### config.mk
export PLATFORM = sky130hd
export DESIGN_NAME = tx_link_ctrl
export DESIGN_NICKNAME = d
export VERILOG_FILES = /design/src/rtl/tx_link_pkg.sv /design/src/rtl/lmfc_counter.sv /design/src/rtl/tx_link_ctrl.sv
export SDC_FILE = /design/constraint.sdc
export NUM_CORES = 1
export LEC_CHECK = 0
export ABC_AREA = 1
export ABC_CLOCK_PERIOD_IN_PS = 1600
export CORE_MARGIN = 4
export CORE_UTILIZATION = 54
export CTS_CLUSTER_DIAMETER = 50
export DETAILED_ROUTE_END_ITERATION = 10
export DONT_BUFFER_PORTS = 1
export PLACE_DENSITY = 0.72
export SKIP_LAST_GASP = 1
export SYNTH_ARGS = -nofsm -noshare
export SYNTH_HDL_FRONTEND = slang
export SYNTH_SLANG_ARGS = --single-unit
### constraint.sdc
create_clock -name clk -period 1.6 [get_ports clk]
set_input_delay 0.32 -clock clk [delete_from_list [all_inputs] [get_ports clk]]
set_output_delay 0.32 -clock clk [all_outputs]
set_load 0.01 [all_outputs]
### src/rtl/tx_link_pkg.sv
// Shared link-layer definitions: controller state codes and stream-select
// codes used by tx_link_ctrl and the downstream tx_link_layer.
package tx_link_pkg;

    typedef enum logic [1:0] {
        ST_CGS  = 2'd0,
        ST_ILA  = 2'd1,
        ST_DATA = 2'd2,
        ST_RSVD = 2'd3
    } link_state_t;

    localparam logic [2:0] MUX_USER = 3'd0;
    localparam logic [2:0] MUX_K    = 3'd1;
    localparam logic [2:0] MUX_ILA  = 3'd2;

    // Number of multiframes in the initial lane alignment sequence.
    localparam int ILA_MF_COUNT = 4;

    // Stream select for a given state; the reserved code behaves as CGS.
    function automatic logic [2:0] state_to_mux(input link_state_t s);
        logic [2:0] m;
        case (s)
            ST_ILA:  m = MUX_ILA;
            ST_DATA: m = MUX_USER;
            default: m = MUX_K;
        endcase
        return m;
    endfunction

endpackage

### src/rtl/lmfc_counter.sv
// Local multiframe clock counter: counts 0..FK-1 every clock and wraps.
// A SYSREF pulse forces the count back to 0 on the next cycle.
module lmfc_counter #(
    parameter int FK = 4,
    parameter int CW = 2
) (
    input  logic          clk,
    input  logic          rst,
    input  logic          i_sysref,
    output logic [CW-1:0] o_cnt,
    output logic          o_edge,
    output logic          o_last
);

    localparam logic [CW-1:0] LAST = CW'(FK - 1);

    logic [CW-1:0] cnt;

    // Free-running counter with SYSREF realignment taking priority over increment.
    always_ff @(posedge clk) begin
        if (rst) begin
            cnt <= '0;
        end else if (i_sysref) begin
            cnt <= '0;
        end else if (cnt == LAST) begin
            cnt <= '0;
        end else begin
            cnt <= cnt + 1'b1;
        end
    end

    assign o_cnt  = cnt;
    assign o_edge = (cnt == '0);
    assign o_last = (cnt == LAST);

endmodule

### src/rtl/tx_link_ctrl.sv
// Transmit link controller: sequences CGS -> ILA -> DATA from SYSREF-aligned
// LMFC timing and the receiver's SYNC~, and detects resync requests.
// Optional feature macro: TX_LINK_CTRL_ERR_CNT_EN enables the saturating
// SYNC~ error-report counter on o_err_cnt (tied to 0 when undefined).
//
// o_user_ready is a ready-only handshake: while it is high, the user octet
// presented on each clock is consumed by the link layer that cycle; there is
// no valid qualifier, the user source must always have an octet available.
module tx_link_ctrl
    import tx_link_pkg::*;
#(
    parameter int F          = 1,
    parameter int K          = 32,
    parameter int RESYNC_OCT = 5 * F + 9
) (
    input  logic       clk,
    input  logic       rst,
    input  logic       i_sync_n,
    input  logic       i_sysref,
    output logic [2:0] o_link_mux,
    output logic [1:0] o_state,
    output logic       o_lmfc_edge,
    output logic [1:0] o_ila_mf_idx,
    output logic       o_ila_mf_start,
    output logic       o_user_ready,
    output logic [7:0] o_err_cnt
);

    localparam int FK = F * K;
    localparam int CW = (FK > 1) ? $clog2(FK) : 1;
    localparam int LW = $clog2(RESYNC_OCT + 1);
    localparam logic [LW-1:0] LOW_MAX = LW'(RESYNC_OCT);
    localparam logic [1:0]    IDX_LAST = 2'(ILA_MF_COUNT - 1);

    link_state_t   state, state_nxt;
    logic [1:0]    idx, idx_nxt;
    logic [LW-1:0] low_run, low_run_nxt;
    logic          report;
    logic [CW-1:0] lmfc_cnt;
    logic          lmfc_edge;
    logic          lmfc_last;

    lmfc_counter #(
        .FK (FK),
        .CW (CW)
    ) u_lmfc (
        .clk      (clk),
        .rst      (rst),
        .i_sysref (i_sysref),
        .o_cnt    (lmfc_cnt),
        .o_edge   (lmfc_edge),
        .o_last   (lmfc_last)
    );

    // State, ILA multiframe index and SYNC~ low-run registers.
    always_ff @(posedge clk) begin
        if (rst) begin
            state   <= ST_CGS;
            idx     <= '0;
            low_run <= '0;
        end else begin
            state   <= state_nxt;
            idx     <= idx_nxt;
            low_run <= low_run_nxt;
        end
    end

    // Next-state logic: SYSREF in CGS/ILA restarts alignment, SYNC~ runs in DATA.
    always_comb begin
        state_nxt   = state;
        idx_nxt     = idx;
        low_run_nxt = low_run;
        report      = 1'b0;
        case (state)
            ST_CGS: begin
                idx_nxt     = '0;
                low_run_nxt = '0;
                if (i_sync_n && lmfc_last && !i_sysref) begin
                    state_nxt = ST_ILA;
                end
            end
            ST_ILA: begin
                low_run_nxt = '0;
                if (!i_sync_n || i_sysref) begin
                    state_nxt = ST_CGS;
                    idx_nxt   = '0;
                end else if (lmfc_last) begin
                    if (idx == IDX_LAST) begin
                        state_nxt = ST_DATA;
                        idx_nxt   = '0;
                    end else begin
                        idx_nxt = idx + 1'b1;
                    end
                end
            end
            ST_DATA: begin
                idx_nxt = '0;
                if (!i_sync_n) begin
                    low_run_nxt = (low_run == LOW_MAX) ? low_run : low_run + 1'b1;
                    if (low_run_nxt == LOW_MAX) begin
                        state_nxt = ST_CGS;
                    end
                end else begin
                    // A short low pulse that did not reach resync length is an error report.
                    if ((low_run != '0) && (low_run < LOW_MAX)) begin
                        report = 1'b1;
                    end
                    low_run_nxt = '0;
                end
            end
            default: begin
                state_nxt   = ST_CGS;
                idx_nxt     = '0;
                low_run_nxt = '0;
            end
        endcase
    end

`ifdef TX_LINK_CTRL_ERR_CNT_EN
    logic [7:0] err_cnt;

    // Saturating count of SYNC~ error reports, cleared only by reset.
    always_ff @(posedge clk) begin
        if (rst) begin
            err_cnt <= '0;
        end else if (report && (err_cnt != 8'hFF)) begin
            err_cnt <= err_cnt + 1'b1;
        end
    end

    assign o_err_cnt = err_cnt;
`else
    logic report_unused;
    assign report_unused = report;
    assign o_err_cnt     = '0;
`endif

    assign o_link_mux     = state_to_mux(state);
    assign o_state        = (state == ST_RSVD) ? 2'(ST_CGS) : 2'(state);
    assign o_lmfc_edge    = lmfc_edge;
    assign o_ila_mf_idx   = idx;
    assign o_ila_mf_start = (state == ST_ILA) && lmfc_edge;
    assign o_user_ready   = (state == ST_DATA);

endmodule

# Word-level counts from Yosys, hierarchy flattened
# Index checks and enable logic that the tools add are counted.
[classes]
n_addsub = 3
eq_ne = 12
muxes = 11
bitwise = 2
n_reduce_logical = 12
[op_table]
columns = ["cell", "n"]
rows = [
  ["two-way mux 2 bit", 8],
  ["OR reduction 3 bit", 3],
  ["== test 4 bit, second input constant", 2],
  ["== test 2 bit, second input constant", 3],
  ["!= test 3 bit, second input constant", 2],
  ["one-hot mux 2 bit (3 select lines)", 1],
  ["adder 5 x 1 -> 5 bit, second input constant", 1],
  ["== test 5 bit, second input constant", 1],
  ["zero test 5 bit", 1],
  ["AND reduction 5 bit", 1],
  ["adder 4 x 1 -> 4 bit, second input constant", 1],
  ["two-way mux 4 bit", 1],
  ["!= test 2 bit, second input constant", 2],
  ["one-hot mux 2 bit (2 select lines)", 1],
  ["logical AND 1 bit", 3],
  ["adder 2 x 1 -> 2 bit, second input constant", 1],
  ["== test 2 x 1 -> 1 bit, second input constant", 1],
  ["zero test 1 bit", 2],
  ["zero test 2 bit", 1],
  ["!= test 2 x 1 -> 1 bit, second input constant", 1],
  ["NOT 1 bit", 2],
  ["logical OR 1 bit", 1],
]
[word_totals]
reg_bits = 13
inputBits = 4
output_inout_bits = 18

# Depth between registers and ports, before layout
# Gate-level depths: netlist of the first run.
[logic_depth]
depth_word = 6
depth_mapped = 13

# Hierarchy
# A second synthesis of the first run with hierarchy kept.
[hier_totals]
hier_cells = 119
hier_area_um2 = 823.3
[by_module_without_submodules]
columns = ["mod", "instances", "cells_per_inst", "area_each_um2"]
rows = [
  ["tx_link_ctrl", 1, 85, 574.3],
  ["lmfc_counter", 1, 34, 249.0],
]

# Worst setup path before layout of the first run
# No wires, ideal clock.
[synth_timing]
kind = "register to register"
from = "register u_lmfc.cnt[0], in the netlist u_lmfc.o_cnt[0]"
to = "register state[1]"
arrival_ps = 1469
t_required_ps = 1486
slack_ps = 17
path_stages_with_launch = 13
n_path_buf = 0
period_less_slack_ps = 1583
path_cell_list = "dfxtp_1 ha_1 nand2_1 nor2_1 ha_1 nand3_1 nand2_1 nand2_1 or2_1 nand2_2 nand2_1 nand2_1 nor2_2"
[synth_between]
elab_chain_cells = 5
elab_cells_between_ends = 6
cone_classes = "3 x eq/ne; 3 x reduce/logical"
[synth_lines]
columns = ["element", "line", "rtl"]
rows = [
  ["from (decl)", "lmfc_counter.sv:17", "logic [CW-1:0] cnt;"],
  ["from (signal assigned)", "lmfc_counter.sv:28", "cnt <= cnt + 1'b1;"],
  ["== test 5 bit (*)", "lmfc_counter.sv:34", "assign o_last = (cnt == LAST);"],
  ["logical AND 1 bit (2 in series)", "tx_link_ctrl.sv:78", "if (i_sync_n && lmfc_last && !i_sysref) begin"],
  ["!= test 2 bit (no source line)", "--", ""],
  ["AND reduction 5 bit (no source line) (*)", "--", ""],
  ["to (signal assigned)", "tx_link_ctrl.sv:62", "state <= state_nxt;"],
  ["to (decl)", "tx_link_ctrl.sv:35", "link_state_t state, state_nxt;"],
]
# Mark *: on every way between the ends. The rest lies on a longest branch, timed or not.
# A chain may end at the register's enable or synchronous reset.

# Worst setup path after layout of the first run
[layout_timing]
from = "register u_lmfc.cnt[1], in the netlist u_lmfc.o_cnt[1]"
to = "output o_ila_mf_start"
[layout_between]
elab_chain_cells = 2
[layout_lines]
columns = ["element", "line", "rtl"]
rows = [
  ["zero test 5 bit", "lmfc_counter.sv:33", "assign o_edge = (cnt == '0);"],
  ["logical AND 1 bit", "tx_link_ctrl.sv:142", "assign o_ila_mf_start = (state == ST_ILA) && lmfc_edge;"],
  ["to (decl)", "tx_link_ctrl.sv:24", "output logic o_ila_mf_start,"],
]
# Every way passes these cells.

==> impl_metrics.toml, run 1 <==
[status]
status = "finished, violations left"
violations = "negative setup slack"

[placed_design]
gp_congestion = 0.774
port_buffers = 0
hpwl_um = 1170
post-place-ws_ns = -0.0457
dpl_cell_area_um2 = 830

[global_route]
grt_overflow = 0
grt_max_degree = 8
grt_pass1_wl_um = 2350
grt_pass1_vias = 606
antenna_found_initial = 0
grt_usage_pct = 15.8

[drt]
dr.pass1.iters = 4
vias_per_cell = 4.98
ant_nets = 0
drt_wl_total_um = 1640
drc = 0
drt-initial-drc-count = 8
wl_per_cell_um = 12.0
via_count = 682

[critical_path]
arrival_ns = 1.30
critical_path.max_fanout = 2
criticalPathCategory = "flop to primary output"
end_kind = "primary output"
path_cells = "buf_6 > inv_4 > ha_4 > inv_2 > nor3_4 > and2_4"
required_ns = 1.28
worst_setup_path_start_kind = "flop"
slowest_delay_ns = 0.36
path_buf_inv = 3
slowest_stage = "dfxtp_4"
cp_top_family = "flip-flops"

[cts]
root_buffer = "clkbuf_4"
cts_hold_buffers = 0
worst_skew_pair.late_latency_ns = 0.28
clk_pin_slew_ns = 0.08
cts_buffers = 3
cts.sinks = 13
cts_tree = "done"
h-tree-depth = 1
clockBufferDepth = 2

[finish]
antennaDiodeCount = 0
finalInstanceArea_um2 = 953
fin_nets = 136
area_growth_pct = 16.5
drive_above_1_share_pct = 25.4
fillCellCount = 114
seqCellArea_um2 = 269
multi_input_area_um2 = 514

[synthesis]
yosys_warnings = 0
synth_seq_area_share_pct = 31.8
synth_edf_count = 0
avgSynthCellArea_um2 = 7.12
netlist_area_um2 = 818
synthMuxAreaShare_pct = 0
synth_compound_area_share_pct = 4.13
synthMostInstantiatedCell = "nand2_1"
yosys.area.top_type = "dfxtp_1"
synth-seq-cells = 13
yosys-top-cells-count = "22 x nand2_1, 18 x inv_1, 15 x nor2_1"
synth_xor_area_share_pct = 0
yosys.area_share.simple_pct = 31.5
dominantRegCellSynth = "dfxtp_1"
synth_area_leaders = "dfxtp_1 32%, ha_1 14%, buf_4 10%, nand2_1 10%, inv_1 8.3%"
netlist_instances = 115
synth_top_family_by_area = "simple AND/OR/NAND/NOR gates"
synthDistinctLibCells = 20
yosysTopAreaCellShare_pct = 31.8
synthArstFlopShare_pct = 0
synthAdderAreaFrac_pct = 13.8

[floorplanning]
die_h_um = 46.9
core_um2 = 1370
die_w_um = 46.9
die_area_um2 = 2200
initial_core_util_pct = 59.9
io_pins = 22
std_cell_rows = 13

[sta]
period_share_pct = 101
period_minus_slack_ns = 1.62
setup_slack_ns = -0.0231
clock.fmax_mhz = 616
hold_violations = 0
rsz0062_at_grt = "yes"
setup_tns_ns = -0.0231
finalMaxSlewViolations = 0
finalSetupViolCount = 1
clock_skew_ns = 0.00366

[power_and_ir_drop]
power_density_nw_per_um2 = 935
p_total_uw = 891
p_leak_uw = 0.000423
ir_worst_vdd_mv = 0.637

[min_path]
min_path_type = "input port to flop"

[flow_run]
maxCapViolations = 0
[state kept, by name, summed over array words and instances, names as in the netlist]
signal / count
low_run: 4
o_ila_mf_idx: 2
state: 2
u_lmfc.o_cnt: 5
[layout by cell type (no fill, tap or decap), drive strengths merged]
cell type / count
nand2: 24
inv: 18
nor2: 18
dfxtp: 13
conb: 9
nand3: 9
ha: 9
buf: 6
a21oi: 4
clkbuf: 4
or2: 2
nor3: 1
and2: 1
nand4: 1
o21a: 1
nor3b: 1
a31oi: 1
[worst paths after layout]
kind                                 startpoint         endpoint  slack [ns]  depth (start not counted)
worst min-delay path                   i_sysref  o_ila_mf_idx[1]        0.25                          3
worst max-delay path            u_lmfc.o_cnt[1]   o_ila_mf_start       -0.02                          6
worst max register to register  u_lmfc.o_cnt[0]  u_lmfc.o_cnt[3]        0.02                          9
worst min register to register  u_lmfc.o_cnt[2]  u_lmfc.o_cnt[2]        0.53                          2
[worst reg2reg max path: stages (launching register included)]
cell     delay [ns]
dfxtp_4        0.36
ha_4           0.17
nand2_4        0.07
nor2_4         0.04
ha_4           0.17
buf_4          0.14
inv_1          0.09
nand3_1        0.19
a21oi_1        0.18
o21a_1         0.13
[layer usage]
metal	vias up	share of wire (%)	global-route usage (%)
met5	-	0	0
met4	0	2.3	8.84
met3	5	9.0	6.13
met2	24	51	27.9
met1	304	38	15.7
li1	349	-	-
[per-stage QoR]
stage                     hold slack (ns)  utilization, %  std cells
after floorplan                     0.430               -        123
after global placement              0.505            60.7        133
after detailed placement            0.520            60.7        133
after CTS                           0.244            65.5        137
after global routing                0.262            69.8        137
final                               0.245            69.8        137
[report_power, final]
part / total [uW] / leakage [uW] / switching, uW / internal, uW
logic: 319 / 0.000301 / 201 / 117
clock network: 205 / 0.0000150 / 108 / 96.9
registers: 367 / 0.000107 / 23.0 / 344
total: 891 / 0.000423 / 333 / 559
[layout make-up]
class	count	area share, %
clock buffer	4	2.76
multi-input combinational	81	53.9
sequential	13	28.2
tap	15	1.97
timing repair buffer	6	5.51
inverter	18	7.61
[repair_timing]
action | CTS | global route
resized for setup | 12 | 16
endpoints found under the setup margin | 5 | 6
setup buffers | 0 | 0
pin swaps | 5 | 9
[kinds of logic (layout without fill, tap and decap cells)]
kind of cell               Yosys count  count (layout)
and+or+nand+nor                     57              57
buffers and inverters               29              28
DFF                                 13              13
adders and majority gates            9               9
AOI/OAI and AO/OA                    6               6
other                                1               9
No activity file was read; power rests on OpenSTA's default activity.
==> run 2: changes to the inputs <==
--- a/config.mk
+++ b/config.mk
@@ -6,13 +6,13 @@
 export NUM_CORES = 1
 export LEC_CHECK = 0
 export ABC_AREA = 1
-export ABC_CLOCK_PERIOD_IN_PS = 1600
+export ABC_CLOCK_PERIOD_IN_PS = 1800
 export CORE_MARGIN = 4
-export CORE_UTILIZATION = 54
+export CORE_UTILIZATION = 59
 export CTS_CLUSTER_DIAMETER = 50
 export DETAILED_ROUTE_END_ITERATION = 10
 export DONT_BUFFER_PORTS = 1
-export PLACE_DENSITY = 0.72
+export PLACE_DENSITY = 0.75
 export SKIP_LAST_GASP = 1
 export SYNTH_ARGS = -nofsm -noshare
 export SYNTH_HDL_FRONTEND = slang
==> constraint.sdc (replaced) <==
create_clock -name clk -period 1.8 [get_ports clk]
set_input_delay 0.36 -clock clk [delete_from_list [all_inputs] [get_ports clk]]
set_output_delay 0.36 -clock clk [all_outputs]
set_load 0.01 [all_outputs]
==> run 2 against run 1 <==
  * The flow now finishes without violations
  * Core utilization down 3.7 points
  * Setup slack better by 0.15 ns
  * Global-route usage down 0.87 points
  * Critical endpoint unchanged
==> impl_metrics.toml, run 2 (same netlist as run 1, synthesis figures left out) <==
[critical_path]
critical_path.max_fanout = 4
rr_worst_depth = 12
arrival_ns = 1.32
reg2reg_from = "u_lmfc.o_cnt[0]"
rrSetupSlack_ns = 0.13
required_ns = 1.44
worst_setup_path_start_kind = "flop"
end_kind = "primary output"
reg2reg_to = "state[0]"
criticalPathCategory = "flop to primary output"

[global_route]
antenna_found_initial = 0
grt_overflow = 0
grt_max_degree = 9
grt_pass1_vias = 566
grt_usage_pct = 15.0
grt_pass1_wl_um = 2260

[cts]
cts.sinks = 13
worst_skew_pair.late_latency_ns = 0.27
root_buffer = "clkbuf_4"
cts_tree = "done"
clockBufferDepth = 2
clk_pin_slew_ns = 0.08
cts_hold_buffers = 0
h-tree-depth = 1
cts_buffers = 3

[sta]
rsz0062_at_grt = "no"
finalMaxSlewViolations = 0
period_minus_slack_ns = 1.68
setup_tns_ns = 0
clock.fmax_mhz = 597
clock_skew_ns = 0.00118
finalSetupViolCount = 0
period_share_pct = 93.1
holdWs_ns = 0.291
hold_violations = 0

[power_and_ir_drop]
p_leak_uw = 0.000385
power_density_nw_per_um2 = 879
p_total_uw = 756
ir_worst_vdd_mv = 0.488

[finish]
largest_reg_flops = 5
mostFrequentLayoutCells = "22 x nand2_1, 18 x inv_1, 15 x nor2_1, 11 x dfxtp_1, 9 x conb_1"
antennaDiodeCount = 0
fin_nets = 133
drive_above_1_share_pct = 16.0
area_growth_pct = 5.05
layout_commonest_cell = "nand2_1"

[min_path]
whs_path_depth = 3
min_path_type = "input port to flop"
min_to = "o_ila_mf_idx[0]"
hp-start = "i_sysref"

[floorplanning]
core_um2 = 1300
die_w_um = 45.2
io_pins = 22
initial_core_util_pct = 62.9
std_cell_rows = 13
die_h_um = 45.2
die_area_um2 = 2050

[placed_design]
port_buffers = 0
hpwl_um = 1110
gp_congestion = 0.790

[drt]
dr.pass1.iters = 4
drt_wl_total_um = 1420
vias_per_cell = 4.83
drt-initial-drc-count = 16
via_count = 647
wl_per_cell_um = 10.6
ant_nets = 0
drc = 0

[status]
status = "complete, no violations"

[flow_run]
maxCapViolations = 0
run 2: cell count changes in the layout (fill, tap and decap cells not counted), sizes merged:
cell    previous run  this run
buf                6         3
clkbuf             4         3
clkinv             0         1
run 2: area by class of cell:
class | count | area, um2
fill | 122 | 442
multi-input combinational | 81 | 458
timing repair buffer | 3 | 22.5
sequential | 13 | 265
tap | 15 | 18.8
clock buffer | 3 | 22.5
clock inverter | 1 | 5.00
inverter | 18 | 67.6
run 2: timing repair:
item                       in CTS  in global routing
setup buffers                   0                  1
gates resized for setup         0                  7
setup endpoints to repair       0                  4
run 2: worst max-delay path by stage:
stage / cells after the start / to / startpoint / slack [ns]
after floorplan: 12 / state[1] / u_lmfc.o_cnt[0] / 0.22
after global placement: 12 / state[0] / u_lmfc.o_cnt[0] / 0.1
after detailed placement: 12 / state[0] / u_lmfc.o_cnt[0] / 0.06
after CTS: 12 / state[0] / u_lmfc.o_cnt[0] / 0.03
after global routing: 12 / state[0] / u_lmfc.o_cnt[0] / 0.003
final: 5 / o_ila_mf_start / u_lmfc.o_cnt[0] / 0.12
run 2: metrics by stage:
stage / utilization, % / cell area (um2) / setup WS [ns] / cells
floorplan: - / 848 / 0.217 / 123
global placement: 61.4 / 800 / 0.0985 / 129
detailed placement: 61.4 / 800 / 0.0579 / 129
CTS: 63.6 / 827 / 0.0288 / 133
global route: 66.1 / 860 / 0.00332 / 134
finish: 66.1 / 860 / 0.125 / 134
run 2: power by group:
part	switching (uW)	internal, uW	leakage (uW)
Combinational	165	86.2	0.000261
Clock	97.6	82.2	0.0000177
Sequential	17.3	307	0.000106
Total	280	476	0.000385
run 2: routing by layer:
layer,part of all wire [%],GRT usage (%)
met1,41,17.4
met2,49,25.1
met3,7.9,4.38
met4,1.6,6.43
met5,0,0
run 2: worst max-delay path, stage by stage (launching register included):
cell	delay (ns)
dfxtp_4	0.37
inv_1	0.06
ha_1	0.15
inv_1	0.05
nor3_2	0.21
and2_1	0.21
==> run 3: changes to the inputs <==
--- a/config.mk
+++ b/config.mk
@@ -7,12 +7,13 @@
 export LEC_CHECK = 0
 export ABC_AREA = 1
 export ABC_CLOCK_PERIOD_IN_PS = 1800
-export CORE_MARGIN = 4
-export CORE_UTILIZATION = 59
+export CORE_AREA = 4 4 41 43
+export CTS_BUF_LIST = sky130_fd_sc_hd__clkbuf_4 sky130_fd_sc_hd__clkbuf_8
 export CTS_CLUSTER_DIAMETER = 50
 export DETAILED_ROUTE_END_ITERATION = 10
+export DIE_AREA = 0 0 45 47
 export DONT_BUFFER_PORTS = 1
-export PLACE_DENSITY = 0.75
+export PLACE_DENSITY = 0.77
 export SKIP_LAST_GASP = 1
 export SYNTH_ARGS = -nofsm -noshare
 export SYNTH_HDL_FRONTEND = slang
==> run 3 against run 2 <==
  * First-iteration DRC count down 6.3%
  * Flip-flop and latch count is the same
  * Count of clock-buffer cells in the layout is 1 higher
  * Critical path type is now flop to flop
  * Combinational power about the same
  * Core utilization decreased by 1.1 points
  * Sequential share of layout area up 0.058 points
  * Die area increased by 3.3%
  * Largest power group unchanged
  * Register-to-register slack barely moved
  * Final area shrank 1.6%
  * Maximum frequency shrank 0.20%
  * Setup slack got worse by 0.0034 ns
==> impl_metrics.toml, run 3 (same netlist as run 1, synthesis figures left out) <==
[status]
status = "complete, no violations"

[power_and_ir_drop]
p_leak_uw = 0.000387
p_total_uw = 771
ir_worst_vdd_mv = 0.608
power_density_nw_per_um2 = 911

[critical_path]
arrival_ns = 1.86
criticalPathCategory = "flop to flop"
worst_setup_path_start_kind = "flop"
end_kind = "flop"
crit_path_frequent_cell = "nand2_1"
slowest_stage = "dfxtp_1"
path_buf_inv = 0
critical_path.max_fanout = 4
cp_top_family = "simple AND/OR/NAND/NOR gates"
path_cells = "ha_1 > nand2_1 > nor2_1 > ha_2 > nand3_1 > nand2_1 > nand2_1 > or2_1 > nand2_2 > nand2_1 > nand2_1 > nor2_2"
required_ns = 1.98
slowest_delay_ns = 0.36

[cts]
h-tree-depth = 1
cts_buffers = 3
worst_skew_pair.late_latency_ns = 0.28
clk_pin_slew_ns = 0.08
root_buffer = "clkbuf_4"
cts_tree = "done"
cts.sinks = 13
clockBufferDepth = 2

[finish]
fin_nets = 133
antennaDiodeCount = 0
final_cells = 134
layout_commonest_cell = "nand2_1"
largest_reg_flops = 5
mostFrequentLayoutCells = "22 x nand2_1, 18 x inv_1, 15 x nor2_1, 12 x dfxtp_1, 9 x conb_1"
drive_above_1_share_pct = 14.3
area_growth_pct = 3.36

[sta]
period_share_pct = 93.3
setup_slack_ns = 0.121
period_minus_slack_ns = 1.68
clock.fmax_mhz = 596
finalSetupViolCount = 0
finalMaxSlewViolations = 0
setup_tns_ns = 0
clock_skew_ns = 0.00530
hold_violations = 0

[placed_design]
dpl.cell_count = 129
gp_congestion = 0.753
hpwl_um = 1060
port_buffers = 0
post-place-ws_ns = 0.0739

[min_path]
min_path_type = "input port to flop"

[drt]
vias_per_cell = 4.95
drc = 0
via_count = 663
dr.pass1.iters = 4
drt_wl_total_um = 1440
ant_nets = 0
drt-initial-drc-count = 15
wl_per_cell_um = 10.8

[global_route]
grt_usage_pct = 15.6
grt_max_degree = 8
grt_pass1_vias = 597
grt_pass1_wl_um = 2400
grt_overflow = 0
antenna_found_initial = 0

[floorplanning]
std_cell_rows = 13
die_w_um = 45
die_area_um2 = 2120
die_h_um = 47
io_pins = 22
core_um2 = 1300
initial_core_util_pct = 62.9

[flow_run]
maxCapViolations = 0
-- run 3: cell count changes in the layout (fill, tap and decap cells not counted), sizes merged --
cell / delta
clkinv: -1
clkbuf: +1
-- run 3: layout make-up --
class                      instances  area (um2)
multi-input combinational         81         445
timing repair buffer               3        22.5
tap                               15        18.8
clock buffer                       4        30.0
inverter                          18        67.6
sequential                        13         262
fill                             113         455
-- run 3: worst reg2reg max path, delay by kind of cell (launching register included) --
| kind | cells | cell delay [ns] |
|---|---|---|
| AND/OR/NAND/NOR | 10 | 0.85 |
| flip-flops | 1 | 0.36 |
| adder cells (fa/ha/maj) | 2 | 0.38 |
-- run 3: metal layers --
metal | vias up | part of all wire (%) | track usage [%]
met5 | - | 0 | 0
met4 | 0 | 2.2 | 8.77
met3 | 5 | 7.7 | 4.60
met2 | 23 | 50 | 26.8
met1 | 293 | 40 | 17.2
li1 | 342 | - | -
-- run 3: power by group --
group	total (uW)	switching, uW	internal (uW)	leakage (uW)
clock network	195	93.5	101	0.0000184
logic	253	163	89.7	0.000263
registers	324	15.8	308	0.000106
total	771	272	499	0.000387
-- run 3: metrics by stage --
| stage | util [%] | hold slack [ns] | area [um2] |
|---|---|---|---|
| after floorplan | - | 0.430 | 848 |
| after global placement | 61.4 | 0.445 | 800 |
| after detailed placement | 61.4 | 0.479 | 800 |
| after CTS | 63.7 | 0.283 | 830 |
| after global routing | 65.0 | 0.325 | 846 |
| final | 65.0 | 0.288 | 846 |
-- run 3: what timing repair did --
action / 4_1_cts / 5_1_grt
setup buffers: 0 / 1
gates resized for setup: 0 / 3
hold buffers: 0 / 0
setup endpoints to repair: 0 / 3
-- run 3: worst paths after layout --
path / depth (start not counted) / startpoint / slack, ns / end
max: 12 / u_lmfc.o_cnt[1] / 0.12 / state[1]
min: 3 / i_sysref / 0.29 / o_ila_mf_idx[1]
max reg2reg: 12 / u_lmfc.o_cnt[1] / 0.12 / state[1]
min reg2reg: 1 / u_lmfc.o_cnt[0] / 0.44 / u_lmfc.o_cnt[0]
